<file path="config.mk">
export PLATFORM = sky130hd
export DESIGN_NAME = i_cache_fill_ctrl
export DESIGN_NICKNAME = d
export VERILOG_FILES = /design/src/rtl/i_cache_fill_ctrl.sv
export SDC_FILE = /design/constraint.sdc
export NUM_CORES = 1
export LEC_CHECK = 0
export ABC_AREA = 0
export CAP_MARGIN = 20
export CORE_MARGIN = 2
export CORE_UTILIZATION = 38
export CTS_CLUSTER_SIZE = 28
export DETAILED_ROUTE_END_ITERATION = 10
export GPL_ROUTABILITY_DRIVEN = 0
export HOLD_SLACK_MARGIN = 0.02
export MAX_ROUTING_LAYER = met4
export PLACE_DENSITY = 0.91
export SLEW_MARGIN = 25
export SYNTH_ARGS = -nofsm -noshare
export SYNTH_HDL_FRONTEND = slang
export SYNTH_SLANG_ARGS = --single-unit
export TNS_END_PERCENT = 5
</file>
<file path="constraint.sdc">
create_clock -name clk -period 5.2 [get_ports clk]
set_input_delay 1.3 -clock clk [delete_from_list [all_inputs] [get_ports clk]]
set_output_delay 1.3 -clock clk [all_outputs]
set_load 0.01 [all_outputs]
</file>
<file path="src/rtl/i_cache_fill_ctrl.sv">
// i_cache_fill_ctrl: hit/LRU lookup and miss fill controller for a 2-way set-associative instruction cache
module i_cache_fill_ctrl #(
  parameter int TAG_W = 6,
  parameter int INDEX_W = 6,
  parameter int WORDS = 8
) (
  input  logic                      clk,
  input  logic                      rst,
  input  logic                      req,
  input  logic [15:0]               addr,
  input  logic [TAG_W+1:0]          tag_out_0,
  input  logic [TAG_W+1:0]          tag_out_1,
  input  logic [15:0]               mem_data,
  input  logic                      mem_valid,
  output logic                      hit,
  output logic                      hit_way,
  output logic                      stall,
  output logic [(1<<INDEX_W)-1:0]   block_en,
  output logic [WORDS-1:0]          word,
  output logic                      data_we_0,
  output logic                      data_we_1,
  output logic                      meta_we_0,
  output logic                      meta_we_1,
  output logic [15:0]               data_in,
  output logic [TAG_W+1:0]          tag_in_0,
  output logic [TAG_W+1:0]          tag_in_1,
  output logic                      mem_rd,
  output logic [15:0]               mem_addr
);
  localparam int CW = $clog2(WORDS);
  localparam int LO = CW + 1;
  localparam logic [1:0] IDLE = 2'd0, INVAL = 2'd1, FILL = 2'd2, COMMIT = 2'd3;
  logic [1:0] state;
  logic victim, issue_done, recv_done;
  logic [15:LO] miss_addr;
  logic [CW-1:0] issue_cnt, recv_cnt, word_sel;
  logic [INDEX_W-1:0] set_sel;
  logic [TAG_W-1:0] tag_0, tag_1, req_tag, miss_tag;
  logic v0, v1, mru0, mru1, m0, m1, idle, miss, pick, recv, inval, commit, upd, way_sel;
  logic [TAG_W+1:0] keep_0, keep_1, new_0, new_1;
  logic unused;
  assign unused = addr[0];
  assign {v0, mru0, tag_0} = tag_out_0;
  assign {v1, mru1, tag_1} = tag_out_1;
  assign req_tag = addr[15 -: TAG_W];
  assign miss_tag = miss_addr[15 -: TAG_W];
  assign idle = state == IDLE && !rst;
  assign m0 = v0 && tag_0 == req_tag;
  assign m1 = v1 && tag_1 == req_tag;
  assign hit = idle && req && (m0 || m1);
  assign hit_way = hit && !m0;
  assign miss = idle && req && !(m0 || m1);
  assign stall = !rst && (state != IDLE || miss);
  // first invalid way, else the non-MRU way, else way 0
  assign pick = v0 && (!v1 || (mru0 && !mru1));
  assign inval = state == INVAL && !rst;
  assign commit = state == COMMIT && !rst;
  assign recv = state == FILL && mem_valid && !recv_done && !rst;
  assign mem_rd = state == FILL && !issue_done && !rst;
  assign mem_addr = mem_rd ? {miss_addr, issue_cnt, 1'b0} : '0;
  assign set_sel = state == IDLE ? addr[LO +: INDEX_W] : miss_addr[LO +: INDEX_W];
  assign word_sel = state == IDLE ? addr[1 +: CW] : recv_cnt;
  assign block_en = rst ? '0 : {{((1<<INDEX_W)-1){1'b0}}, 1'b1} << set_sel;
  assign word = rst ? '0 : {{(WORDS-1){1'b0}}, 1'b1} << word_sel;
  assign data_in = mem_data;
  assign data_we_0 = recv && !victim;
  assign data_we_1 = recv && victim;
  assign meta_we_0 = hit || commit || (inval && !victim);
  assign meta_we_1 = hit || commit || (inval && victim);
  assign upd = hit || commit;
  assign way_sel = hit ? hit_way : victim;
  assign keep_0 = {v0, 1'b0, tag_0};
  assign keep_1 = {v1, 1'b0, tag_1};
  assign new_0 = {2'b11, hit ? tag_0 : miss_tag};
  assign new_1 = {2'b11, hit ? tag_1 : miss_tag};
  assign tag_in_0 = upd ? (way_sel ? keep_0 : new_0) : '0;
  assign tag_in_1 = upd ? (way_sel ? new_1 : keep_1) : '0;
  always_ff @(posedge clk or posedge rst) begin
    if (rst) begin
      state <= IDLE;
      victim <= 1'b0;
      miss_addr <= '0;
      issue_cnt <= '0;
      recv_cnt <= '0;
      issue_done <= 1'b0;
      recv_done <= 1'b0;
    end else begin
      if (miss) begin
        state <= INVAL;
        miss_addr <= addr[15:LO];
        victim <= pick;
        issue_cnt <= '0;
        recv_cnt <= '0;
        issue_done <= 1'b0;
        recv_done <= 1'b0;
      end
      if (state == INVAL) state <= FILL;
      if (mem_rd) begin
        issue_cnt <= issue_cnt + CW'(!(&issue_cnt));
        issue_done <= &issue_cnt;
      end
      if (recv) begin
        recv_cnt <= recv_cnt + CW'(!(&recv_cnt));
        recv_done <= &recv_cnt;
        if (&recv_cnt) state <= COMMIT;
      end
      if (state == COMMIT) state <= IDLE;
    end
  end
endmodule
</file>
==> impl_metrics.tcl <==
set metrics [dict create \
    p_leak_nw 1.491 \
    min_period_ps 4840 \
    via_count 2972 \
    outcome "finished clean" \
    synth_area_leaders "dfrtp_1, nor2_1, nand2_1" \
    relSlewSlack_pct 53.89 \
    finalClockSkew_ps 3.359 \
    antenna_left 0 \
    critical_path.cell_chain "clkdlybuf4s50_1 -> xnor2_1 -> nand4_1 -> nor4_4 -> o21ai_2 -> o2bb2a_1 -> clkdlybuf4s50_1" \
    root_buffer "clkbuf_8" \
    ys_types 43 \
    synthArstFlopShare_pct 100.0 \
    setup_viol 0 \
    synth_edf_count 0 \
    post_drt_wl_per_cell_um 14.97 \
    synthCells 349 \
    hp-class "reg2reg" \
    dp.final_hpwl_um 6403 \
    pwr-share-seq_pct 30.3 \
    start_kind "input port" \
    startpoint "addr[10]" \
    coreArea_mm2 0.006314 \
    start_util_pct 38.86 \
    required_ps 3900 \
    numCtsBuffers 3 \
    die-area_mm2 0.007116 \
    utilization_pct 61.85 \
    drt-total-wl_um 8247 \
    arrival_ps 3540 \
    reg2reg_from "state[1]" \
    slew_violations 0 \
    clock_path_buffers 2 \
    ys.flop_type "dfrtp_1" \
    drt-initial-drc-count 99 \
    synth.ff_latch_count 23 \
    finalHoldViolCount 0 \
    critPathSlowestCell "clkdlybuf4s50_1" \
    diodes 0 \
    synthToLayoutAreaGrowth_pct 59.15 \
    synth_top_area_cell "dfrtp_1" \
    clock_latency_ps 270 \
    ys_warn_count 0 \
    setup_slack_ps 359.6 \
    grt_usage_pct 22.94 \
    cts_tree "yes" \
    place_ws_ps 376.3 \
    grt_max_degree 34 \
    avgSynthCellArea_um2 7.030 \
    p_clk_share_pct 10.0 \
    grt_setup_unrepaired "no" \
    htreeDepth 1 \
    synth_top_area_share_pct 23.46 \
    path_common_cell "clkdlybuf4s50_1" \
    max_slew.worst_pin.slew_ps 685.7 \
    peakVddDrop_mv 0.1912 \
    critPathBufInv 2 \
    drv_cap 0 \
    swShare_pct 47.00 \
    tns_ps 0 \
    grt_first_pass_wirelength_um 13480 \
    synth_most_common_cell "nor2_1" \
    p_comb_share_pct 59.7 \
    port_buffers 145 \
    max_freq_ghz 0.2066 \
    die_x_um 84.36 \
    dp_cells 547 \
    die_height_um 84.36 \
    clk_pin_slew_ps 100 \
    grt_overflow_total 0 \
    power_density_mw_per_mm2 308.1 \
    ios 180 \
    dr.pass1.iters 4 \
    internal-power_mw 0.6377 \
    drc 0 \
    rows 29 \
    hold_buffers 0 \
    crit_type "in2out" \
    cts_setup_buffers 0 \
    fin_cells 551 \
    antenna_found_initial 0 \
    synth_area_mm2 0.002454 \
    cp_top_family "buffers and inverters" \
    vias_per_cell 5.394 \
    synth_common_cells "nor2_1, nand2_1, dfrtp_1" \
    p_sw_mw 0.5654 \
    syn-num-nets 405 \
    clkSinkCount 23 \
    grt_pass1_vias 2867 \
    fin_crit_sh_pct 93.09 \
    num-nets-final 531 \
    crit_fanout 18 \
    end_kind "primary output" \
    cpPeakStageDelay_ps 530 \
    post_cts_resized 0 \
    drive_above_1_share_pct 6.540 \
    holdCritStartpoint "miss_addr[10]" \
    synth-seq-area-share_pct 23.46 \
]
## cell usage in the layout (no fill, tap or decap), drive strengths merged, types with 10 or more instances in the layout
master | netlist | routed
nand2 | 39 | 39
and2 | 15 | 15
inv | 20 | 20
nor2 | 81 | 81
nor3b | 12 | 12
nand3 | 10 | 10
a22oi | 12 | 12
clkdlybuf4s50 | 0 | 145
mux2 | 12 | 12
o21ai | 29 | 29
dfrtp | 23 | 23
## logic make-up after synthesis
group                      synth area share [%]
DFF                                       23.46
buffers and inverters                     11.12
adders and majority gates                 2.040
muxes                                     6.323
and+or+nand+nor                           37.38
AOI/OAI and AO/OA                         14.18
other                                    0.1528
xor gates and xnor gates                  5.355
## per-layer routing
metal	vias up	wire, um	track usage [%]
li1	1405	-	-
met1	1365	3244	26.57
met2	178	4073	39.39
met3	24	726	5.408
met4	0	201	7.071
met5	-	0	-
## area by class of cell
cell class	count	area (um2)
clock buffer	3	41.29
clock inverter	1	7.507
fill	554	2409
inverter	20	75.07
multi-input combinational	275	1605
sequential	23	575.6
tap	77	96.34
timing repair buffer	152	1504
## metrics by stage
step,area (um2),hold slack [ps],total power [mW]
after floorplan,2454,517.5,0.7962
after global placement,3856,543.9,1.047
after detailed placement,3856,549.9,1.081
after CTS,3905,575.4,1.205
after global routing,3905,605.7,1.299
final,3905,578.0,1.203
## final timing paths
check	slack (ps)	end	cells after the start
min	580	miss_addr[10]	1
max in group asynchronous	3350	miss_addr[8]	3
max	360	tag_in_0[7]	7
min in group asynchronous	1560	issue_cnt[1]	3
min reg2reg	580	miss_addr[10]	1
max reg2reg	2810	miss_addr[11]	5
## power by group through the flow
stage	clock network, mW	registers [mW]	logic [mW]
3_3_place_gp	0	0.356	0.691
3_5_place_dp	0	0.366	0.715
4_1_cts	0.126	0.362	0.717
6_report	0.121	0.364	0.718
5_1_grt	0.134	0.380	0.786
2_1_floorplan	0	0.328	0.468
## state kept, by name, summed over array words and instances (netlist names)
register,count
issue_cnt,3
issue_done,1
miss_addr,12
recv_cnt,3
recv_done,1
state,2
victim,1
Power figures use the tool's default switching activity.
